===== src/rtl/fht_result_reader_if.sv =====
`default_nettype none
// ============================================================================
// Module      : fht_result_reader_if
// Description : Result stream bundle of fht_result_reader.
//               oDATA  - stream data word (D_BIT)
//               oVALID - stream valid
//               iREADY - stream ready (driven by the consumer)
//               oLAST  - high with the final point of an unload
//               master : the reader (source), slave : the consumer (sink)
// Revision    : 1.0 - initial release
// ============================================================================
interface fht_result_reader_if #(
  parameter int D_BIT = 22
);
  logic [D_BIT-1:0] oDATA;
  logic             oVALID;
  logic             iREADY;
  logic             oLAST;

  modport master (output oDATA, output oVALID, output oLAST, input iREADY);
  modport slave  (input oDATA, input oVALID, input oLAST, output iREADY);
endinterface
`default_nettype wire


===== src/rtl/fht_result_reader.sv =====
`default_nettype none
// ============================================================================
// Module      : fht_result_reader
// Description : Unloads the four fht_top result banks after a transform and
//               emits all 4*2^A_BIT points as one natural-order stream.
//               Output point n comes from bank n[1:0], row n>>2; each row is
//               fetched once and replayed beat by beat from a 4-word buffer.
// Macro       : FHT_RD_BIT_REV_EN - when defined, row address is the
//               bit-reversed row counter; when undefined the RAM is dumped in
//               natural row order (debug). Timing is identical either way.
// Ports       : iCLK, iRESET   - clock, synchronous active-high reset
//               iSTART         - one-cycle unload request
//               iRDY_FHT       - fht_top results stable (level)
//               oADDR_RD       - row address to all four fht_top read ports
//               iDATA_0..3     - bank 0..3 read data, RD_LAT after address
//               strm           - result stream (oDATA/oVALID/iREADY/oLAST)
//               oBUSY          - high outside IDLE
//               oDONE          - pulse after the final handshake
//               oABORT         - pulse when iRDY_FHT drops mid-unload
// Revision    : 1.0 - initial release
// ============================================================================
module fht_result_reader #(
  parameter int D_BIT  = 22,
  parameter int A_BIT  = 8,
  parameter int RD_LAT = 1    // 1..3
) (
  input  wire logic             iCLK,
  input  wire logic             iRESET,
  input  wire logic             iSTART,
  input  wire logic             iRDY_FHT,
  output logic [A_BIT-1:0]      oADDR_RD,
  input  wire logic [D_BIT-1:0] iDATA_0,
  input  wire logic [D_BIT-1:0] iDATA_1,
  input  wire logic [D_BIT-1:0] iDATA_2,
  input  wire logic [D_BIT-1:0] iDATA_3,
  fht_result_reader_if.master   strm,
  output logic                  oBUSY,
  output logic                  oDONE,
  output logic                  oABORT
);

  typedef enum logic [1:0] {
    ST_IDLE  = 2'd0,
    ST_FETCH = 2'd1,
    ST_SEND  = 2'd2
  } state_t;

  localparam logic [A_BIT-1:0] c_ROW_LAST = {A_BIT{1'b1}};
  // FETCH lasts RD_LAT+1 cycles: address cycle plus RD_LAT read latency.
  localparam logic [1:0]       c_WAIT_END = 2'(RD_LAT);

  state_t           r_state;
  state_t           w_state_nxt;
  logic [A_BIT-1:0] r_row;
  logic [A_BIT-1:0] w_row_inc;
  logic [1:0]       r_beat;
  logic [1:0]       r_wait;
  logic [D_BIT-1:0] r_buf [0:3];
  logic             r_done;
  logic             r_abort;
  logic             w_hs;
  logic             w_row_last;

  function automatic logic [A_BIT-1:0] f_row_addr(input logic [A_BIT-1:0] row);
    logic [A_BIT-1:0] v;
`ifdef FHT_RD_BIT_REV_EN
    for (int i = 0; i < A_BIT; i++) begin
      v[i] = row[A_BIT-1-i];
    end
`else
    v = row;
`endif
    return v;
  endfunction

  assign w_row_inc  = r_row + 1'b1;
  assign w_row_last = (r_row == c_ROW_LAST);
  assign w_hs       = (r_state == ST_SEND) && strm.iREADY;

  // Next state; a drop of iRDY_FHT overrides any handshake in flight.
  always_comb begin
    w_state_nxt = r_state;
    case (r_state)
      ST_IDLE: begin
        if (iSTART && iRDY_FHT) w_state_nxt = ST_FETCH;
      end
      ST_FETCH: begin
        if (!iRDY_FHT)                 w_state_nxt = ST_IDLE;
        else if (r_wait == c_WAIT_END) w_state_nxt = ST_SEND;
      end
      ST_SEND: begin
        if (!iRDY_FHT)                  w_state_nxt = ST_IDLE;
        else if (w_hs && r_beat == 2'd3) w_state_nxt = w_row_last ? ST_IDLE : ST_FETCH;
      end
      default: w_state_nxt = ST_IDLE;
    endcase
  end

  always_ff @(posedge iCLK) begin
    if (iRESET) begin
      r_state  <= ST_IDLE;
      r_row    <= '0;
      r_beat   <= '0;
      r_wait   <= '0;
      oADDR_RD <= '0;
      r_done   <= 1'b0;
      r_abort  <= 1'b0;
      for (int i = 0; i < 4; i++) r_buf[i] <= '0;
    end else begin
      r_state <= w_state_nxt;
      r_done  <= 1'b0;
      r_abort <= 1'b0;
      case (r_state)
        ST_IDLE: begin
          if (iSTART && iRDY_FHT) begin
            r_row    <= '0;
            r_beat   <= '0;
            r_wait   <= '0;
            oADDR_RD <= f_row_addr('0);
          end
        end
        ST_FETCH: begin
          if (!iRDY_FHT) begin
            r_row   <= '0;
            r_abort <= 1'b1;
          end else begin
            r_wait <= r_wait + 2'd1;
            if (r_wait == c_WAIT_END) begin
              r_buf[0] <= iDATA_0;
              r_buf[1] <= iDATA_1;
              r_buf[2] <= iDATA_2;
              r_buf[3] <= iDATA_3;
              r_beat   <= '0;
            end
          end
        end
        ST_SEND: begin
          if (!iRDY_FHT) begin
            r_row   <= '0;
            r_abort <= 1'b1;
          end else if (w_hs) begin
            r_beat <= r_beat + 2'd1;
            if (r_beat == 2'd3) begin
              if (w_row_last) begin
                r_row  <= '0;
                r_done <= 1'b1;
              end else begin
                r_row    <= w_row_inc;
                r_wait   <= '0;
                oADDR_RD <= f_row_addr(w_row_inc);
              end
            end
          end
        end
        default: ;
      endcase
    end
  end

  assign strm.oVALID = (r_state == ST_SEND);
  assign strm.oDATA  = strm.oVALID ? r_buf[r_beat] : '0;
  assign strm.oLAST  = strm.oVALID && (r_beat == 2'd3) && w_row_last;
  assign oBUSY       = (r_state != ST_IDLE);
  assign oDONE       = r_done;
  assign oABORT      = r_abort;

endmodule
`default_nettype wire


===== src/flat_wrapper.sv =====
// flat-port wrapper written by rule: the top's interface ports become plain ports
module fht_result_reader_flat 
#(
  parameter int D_BIT  = 22,
  parameter int A_BIT  = 8,
  parameter int RD_LAT = 1           
)
  (iCLK, iRESET, iSTART, iRDY_FHT, oADDR_RD, iDATA_0, iDATA_1, iDATA_2, iDATA_3, oBUSY, oDONE, oABORT, strm_oDATA, strm_oVALID, strm_oLAST, strm_iREADY);
  fht_result_reader_if #(.D_BIT(D_BIT)) strm_i ();
  input  wire logic iCLK;
  input  wire logic iRESET;
  input  wire logic iSTART;
  input  wire logic iRDY_FHT;
  output logic [A_BIT-1:0] oADDR_RD;
  input  wire logic [D_BIT-1:0] iDATA_0;
  input  wire logic [D_BIT-1:0] iDATA_1;
  input  wire logic [D_BIT-1:0] iDATA_2;
  input  wire logic [D_BIT-1:0] iDATA_3;
  output logic oBUSY;
  output logic oDONE;
  output logic oABORT;
  output wire logic [$bits(strm_i.oDATA)-1:0] strm_oDATA;
  output wire logic [$bits(strm_i.oVALID)-1:0] strm_oVALID;
  output wire logic [$bits(strm_i.oLAST)-1:0] strm_oLAST;
  input wire logic [$bits(strm_i.iREADY)-1:0] strm_iREADY;
  assign strm_oDATA = strm_i.oDATA;
  assign strm_oVALID = strm_i.oVALID;
  assign strm_oLAST = strm_i.oLAST;
  assign strm_i.iREADY = strm_iREADY;
  fht_result_reader #(.D_BIT(D_BIT), .A_BIT(A_BIT), .RD_LAT(RD_LAT)) u_core (.iCLK(iCLK), .iRESET(iRESET), .iSTART(iSTART), .iRDY_FHT(iRDY_FHT), .oADDR_RD(oADDR_RD), .iDATA_0(iDATA_0), .iDATA_1(iDATA_1), .iDATA_2(iDATA_2), .iDATA_3(iDATA_3), .strm(strm_i), .oBUSY(oBUSY), .oDONE(oDONE), .oABORT(oABORT));
endmodule

===== config.mk =====
export PLATFORM = sky130hd
export DESIGN_NAME = fht_result_reader_flat
export DESIGN_NICKNAME = d
export VERILOG_FILES = /design/src/rtl/fht_result_reader_if.sv /design/src/rtl/fht_result_reader.sv /design/src/flat_wrapper.sv
export SDC_FILE = /design/constraint.sdc
export NUM_CORES = 1
export LEC_CHECK = 0
export BUFFER_PORTS_ARGS = -buffer_cell sky130_fd_sc_hd__buf_2
export CAP_MARGIN = 5
export CORE_UTILIZATION = 55
export DETAILED_ROUTE_END_ITERATION = 10
export PLACE_DENSITY = 0.9
export SLEW_MARGIN = 40
export SYNTH_ARGS = -nofsm -noshare
export SYNTH_HDL_FRONTEND = slang
export SYNTH_SLANG_ARGS = --single-unit

===== constraint.sdc =====
create_clock -name iCLK -period 8.1 [get_ports iCLK]
set_input_delay 1.62 -clock iCLK [delete_from_list [all_inputs] [get_ports iCLK]]
set_output_delay 1.62 -clock iCLK [all_outputs]
set_load 0.05 [all_outputs]

==> results_dict.tcl, run 1 <==
set metrics [dict create \
    p_leak_nw 2.67 \
    grt_use_total_pct 24.3 \
    drt_first_pass_iters 5 \
    critPathKind "flip-flop to output port" \
    ir_drop_v 0.000143 \
    max-clock-path-buffers 2 \
    seq_area_frac_synth_pct 60.0 \
    gp_congestion 0.936 \
    p_sw_w 0.000296 \
    viasPerCell 5.48 \
    syn_area_um2 5270 \
    portBuffers 127 \
    finalWirelength_mm 11.3 \
    clkPwrFrac_pct 45.6 \
    slew_headroom_pct 56.3 \
    outcome "finished, final reports clean" \
    maxCapViolations 0 \
    row_count 35 \
    seq_area_um2 3170 \
    synthTopCellsByArea "edfxtp_1 (50%), and2_1 (13%), dfxtp_1 (9.9%)" \
    critical_path_required_ps 6480 \
    seqPwrFrac_pct 48.8 \
    overflow 0 \
    ctsResizeCount 0 \
    synth_nets 487 \
    fillCellCount 611 \
    worstHoldStart "u_core.oADDR_RD[1]" \
    cts_hold_buffers 0 \
    final_net_count 613 \
    r2r-start "u_core.r_state[0]" \
    setup_tns_ps 0 \
    cp_max_fo 8 \
    core-area_um2 9240 \
    fmax_mhz 253 \
    async_flop_share_pct 0 \
    start_util_pct 57.0 \
    intPower_w 0.00105 \
    synth_cell_types 49 \
    grt_pass1_wl_mm 17.9 \
    ys_warn_count 0 \
    drive_gt1_share_pct 36.1 \
    syn_to_final_growth_pct 23.4 \
    cts_sinks 114 \
    holdWs_ps 463 \
    htree_levels 4 \
    worst_setup_path_start_kind "flip-flop" \
    p_comb_share_pct 5.6 \
    clk_pin_slew_ps 50 \
    place_hpwl_mm 7.41 \
    wire_per_inst_um 17.4 \
    tightest_slew_ps 656 \
    synthFlopType "edfxtp_1" \
    post-cts-setup-buffers 0 \
    io_pins 128 \
    synth-seq-cells 114 \
    multi_input_area_um2 2010 \
    crit_path_end_kind "output port" \
    utilization_pct 70.3 \
    diodes 0 \
    synth_top_area_share_pct 50.2 \
    reg2reg_slack_ps 5630 \
    grt_start_max_net_pins 89 \
    fin_worst_skew_ps 8.45 \
    setup_viol 0 \
    period_needed_ps 3950 \
    via_count 3579 \
    antenna_found_initial 0 \
    syn_area_per_cell_um2 13.6 \
    ant_nets 0 \
    floorplan.die_area_um2 9970 \
    cts_root_buffer "clkbuf_8" \
    startpoint "u_core.r_row[0]" \
    clk-insertion-delay-late_ps 500 \
    dieHeight_um 99.9 \
    finalHoldViolations 0 \
    switching_share_pct 22.0 \
    maxSlewViolCount 0 \
    hp-class "flip-flop to flip-flop" \
    grt_pass1_vias 3730 \
    die_w_um 99.9 \
    fin_crit_sh_pct 48.8 \
    cts_tree "done" \
    rsz0062_at_grt "no" \
    synth_edf_count 88 \
    drc 0 \
    synth_top_area_cell "edfxtp_1" \
    cp_data_arrival_time_ps 2330 \
    p_per_area_nw_per_um2 206 \
    synth_cells 387 \
    numCtsBuffers 17 \
    drt_iter0_drc 197 \
]
## Yosys cell counts, types with 3 or more instances
master       n
dfxtp_1     26
a21o_1       5
nor2_1       4
mux4_2      22
o21ai_0      6
nand3_1      5
inv_1        6
buf_2        4
nand2b_1     5
nand2_1     18
mux2i_1      6
a21oi_1      7
or3_1        3
a2111oi_0    3
clkbuf_1    15
nor3_1       4
edfxtp_1    88
ha_1         7
and2_1     111
and3_1       3
## final timing paths
kind	endpoint	depth (start not counted)
worst max-delay path	strm_oLAST	5
worst max register to register	u_core.r_row[4]	7
worst min register to register	u_core.oADDR_RD[1]	2
worst min-delay path	u_core.oADDR_RD[1]	2
## critical path, cell delays in order (launching register included)
cell and delay [ps]:
dfxtp_1 420, ha_1 280, nand3_1 180, nor2_1 440, and3_1 250, buf_2 270
## cells by family (layout without fill, tap and decap cells)
logic type	count (synthesis)	count (layout)	synth area share, %
flip-flops	114	114	60.0
AND/OR/NAND/NOR	166	166	19.0
multiplexers	29	29	10.8
AO/OA/AOI/OAI	40	40	5.84
adder cells (fa/ha/maj)	7	7	1.66
buffers and inverters	28	165	2.23
XOR/XNOR	3	3	0.499
## stage by stage
stage               cells  power (W)  worst slack (ps)  area (µm²)
floorplan             387   0.000707              3520        5270
finish                653    0.00134              4150        6500
global placement      623   0.000736              4630        6000
CTS                   653    0.00134              4000        6500
detailed placement    623   0.000740              4580        6010
global route          653    0.00138              4020        6500
## registers in the layout (all words and copies together), names as in the netlist, named ones only
register         flops
u_core.r_beat        2
u_core.oADDR_RD      8
u_core.oDONE         1
u_core.r_buf        88
u_core.r_wait        2
u_core.oABORT        1
u_core.r_row         8
u_core.r_state       2
## cells in the final DEF (no fill, tap or decap), drive strengths merged, types with 6 or more instances in the layout
cell	count
a21oi	7
and2	111
buf	129
clkbuf	18
clkinv	7
dfxtp	26
edfxtp	88
ha	7
inv	6
mux2i	6
mux4	22
nand2	18
nand3	6
o21ai	7
## final cells by class
cell class | count | area share, %
clock inverter | 12 | 1.10
clock buffer | 18 | 6.43
inverter | 6 | 0.346
multi-input combinational | 245 | 30.9
sequential | 114 | 48.7
timing repair buffer | 129 | 10.0
tap | 129 | 2.48
## per-layer routing
metal  vias to the layer above  share of wire [%]  global-route usage [%]  wire length, µm
li1                       1670                  -                       -                -
met1                      1728                 38                    27.6             4330
met2                       158                 53                    43.0             6070
met3                        23                6.4                    6.34              725
met4                         0                1.9                    11.1              219
met5                         -                  0                       0                0
## power groups by stage
stage | logic, W | registers (W) | clock network, W
after global placement | 0.0000717 | 0.000665 | 0
after CTS | 0.0000754 | 0.000655 | 0.000614
after detailed placement | 0.0000742 | 0.000666 | 0
after floorplan | 0.0000418 | 0.000666 | 0
final | 0.0000755 | 0.000655 | 0.000611
after global routing | 0.0000813 | 0.000656 | 0.000641
No activity file was read; power rests on OpenSTA's default activity.
==> run 2, diff against run 1 <==
--- a/config.mk
+++ b/config.mk
@@ -5,11 +5,12 @@
 export SDC_FILE = /design/constraint.sdc
 export NUM_CORES = 1
 export LEC_CHECK = 0
+export ABC_AREA = 1
 export BUFFER_PORTS_ARGS = -buffer_cell sky130_fd_sc_hd__buf_2
 export CAP_MARGIN = 5
-export CORE_UTILIZATION = 55
+export CORE_UTILIZATION = 54
 export DETAILED_ROUTE_END_ITERATION = 10
-export PLACE_DENSITY = 0.9
+export PLACE_DENSITY = 0.88
 export SLEW_MARGIN = 40
 export SYNTH_ARGS = -nofsm -noshare
 export SYNTH_HDL_FRONTEND = slang
==> constraint.sdc (replaced) <==
create_clock -name iCLK -period 3.7 [get_ports iCLK]
set_input_delay 0.74 -clock iCLK [delete_from_list [all_inputs] [get_ports iCLK]]
set_output_delay 0.74 -clock iCLK [all_outputs]
set_load 0.05 [all_outputs]
==> results_dict.tcl, run 2 <==
set metrics [dict create \
    p_comb_share_pct 14.7 \
    p_per_area_nw_per_um2 541 \
    die_w_um 104 \
    synthTopCellsByArea "edfxtp_1 (47%), nor2_1 (15%), dfxtp_1 (9.3%)" \
    ant_nets 0 \
    layout_commonest_cell "nor2_1" \
    largestRegisters "u_core.r_buf x88, u_core.oADDR_RD x8, u_core.r_row x8" \
    finalHoldViolations 0 \
    grt_use_total_pct 24.6 \
    setup_viol 0 \
    start_util_pct 56.3 \
    final_net_count 894 \
    cp_data_arrival_time_ps 2320 \
    synthFlopType "edfxtp_1" \
    grt_pass1_wl_mm 20.7 \
    largest_register_ff_count 88 \
    synth_common_cells "nor2_1 (219), inv_1 (122), edfxtp_1 (88), nand2_1 (60), o21ai_0 (49)" \
    power_w 0.00375 \
    syn_to_final_growth_pct 24.3 \
    htree_levels 4 \
    antenna_found_initial 0 \
    grt_start_max_net_pins 89 \
    wire_per_inst_um 13.5 \
    post-cts-setup-buffers 0 \
    max-clock-path-buffers 2 \
    fin_worst_skew_ps 10.5 \
    holdWs_ps 510 \
    syn_area_um2 5580 \
    tightest_slew_ps 842 \
    numCtsBuffers 17 \
    via_count 4720 \
    critPathKind "flip-flop to output port" \
    crit_path_end_kind "output port" \
    yosysMostFrequentCell "nor2_1" \
    finalWirelength_mm 12.7 \
    synth_cell_types 27 \
    clk_pin_slew_ps 60 \
    cp_max_fo 37 \
    core-area_um2 9910 \
    cts_sinks 114 \
    overflow 0 \
    viasPerCell 5.02 \
    io_pins 128 \
    gp_congestion 0.905 \
    seqPwrFrac_pct 40.3 \
    synth-seq-cells 114 \
    diodes 0 \
    slew_headroom_pct 43.8 \
    final_cell_mix "nor2_1 (219), buf_2 (127), inv_1 (122), edfxtp_1 (88), nand2_1 (60)" \
    portBuffers 127 \
    clk-insertion-delay-late_ps 510 \
    ctsResizeCount 0 \
    seq_area_frac_synth_pct 56.7 \
    clkPwrFrac_pct 45.0 \
    p_sw_w 0.00101 \
    synth_edf_count 88 \
    dieHeight_um 104 \
    drive_gt1_share_pct 22.2 \
    synth_nets 772 \
    cts_root_buffer "clkbuf_8" \
    maxSlewViolCount 0 \
    maxCapViolations 0 \
    synth_top_area_cell "edfxtp_1" \
    drt_iter0_drc 343 \
    intPower_w 0.00274 \
    setup_tns_ps 0 \
    switching_share_pct 27.0 \
    row_count 36 \
    cts_tree "done" \
    outcome "finished, final reports clean" \
    p_leak_nw 3.38 \
    critical_path_required_ps 2960 \
    async_flop_share_pct 0 \
    fin_crit_sh_pct 82.8 \
    fmax_mhz 326 \
    place_hpwl_mm 8.31 \
    ir_drop_v 0.000321 \
    synth_cells 672 \
    hp-class "flip-flop to flip-flop" \
    drt_first_pass_iters 6 \
    synth_top_area_share_pct 47.3 \
    period_needed_ps 3060 \
    cts_hold_buffers 0 \
    syn_area_per_cell_um2 8.31 \
    floorplan.die_area_um2 10700 \
    regMostFlops "u_core.r_buf" \
    drc 0 \
    ys_warn_count 0 \
    rsz0062_at_grt "no" \
    worst_setup_path_start_kind "flip-flop" \
    grt_pass1_vias 4473 \
]
## run 2: cell count changes in the layout (fill, tap and decap cells not counted), sizes merged, moves of 27 or more
cell	previous run	this run
nor2	5	222
and2	111	0
nand2	18	64
a21oi	7	34
inv	6	127
o21ai	7	52
## run 2: kinds of logic (layout without fill, tap and decap cells)
logic type / after synthesis / count (layout) / share of synthesized area (%)
and+or+nand+nor: 308 / 308 / 22.6
DFF: 114 / 114 / 56.7
AOI/OAI and AO/OA: 88 / 88 / 8.00
xor gates and xnor gates: 1 / 1 / 0.157
buffers and inverters: 154 / 289 / 11.0
adders and majority gates: 7 / 7 / 1.57
## run 2: layer usage
metal | routed length (µm) | GRT usage, % | share of wire [%] | vias to the layer above
met3 | 945 | 5.35 | 7.4 | 25
li1 | - | - | - | 2339
met5 | 0 | 0 | 0 | -
met2 | 6420 | 41.8 | 51 | 228
met4 | 275 | 10.3 | 2.2 | 0
met1 | 5050 | 30.6 | 40 | 2128
## run 2: power groups by stage
stage	combinational, W	clock, W	sequential [W]
after floorplan	0.000327	0	0.00161
after global placement	0.000536	0	0.00153
after detailed placement	0.000544	0	0.00154
after CTS	0.000551	0.00171	0.00151
after global routing	0.000608	0.00177	0.00152
final	0.000551	0.00169	0.00151
## run 2: worst paths after layout
path / startpoint / to / cells past startpoint / slack, ps
worst max-delay path: flip-flop / strm_oDATA[20] / 6 / 640
worst min-delay path: u_core.oADDR_RD[6] / u_core.oADDR_RD[6] / 4 / 510
worst max register to register: u_core.r_state[0] / u_core.r_beat[1] / 8 / 1400
worst min register to register: u_core.oADDR_RD[6] / u_core.oADDR_RD[6] / 4 / 510
## run 2: worst max-delay path: stages (launching register included)
cell and delay (ps):
dfxtp_1 490, buf_4 430, nor2_1 90, nor2_1 120
o21ai_0 120, a21oi_1 230, buf_2 310
## run 2: area by class of cell
class                   count  area, µm²
well taps                 133        166
clock buffers              17        414
multi-input cells         404       1820
fillers                   774       2970
inverters                 124        465
clock inverters            15        206
flip-flops and latches    114       3160
repair buffers            133        706
## run 2: per-stage QoR
stage | worst slack, ps | area [µm²] | instances | util [%]
after floorplan | 0.377 | 5590 | 672 | -
after global placement | 1270 | 6320 | 908 | 63.7
after detailed placement | 1200 | 6320 | 908 | 63.7
after CTS | 629 | 6940 | 940 | 70.0
after global routing | 458 | 6940 | 940 | 70.0
final | 636 | 6940 | 940 | 70.0
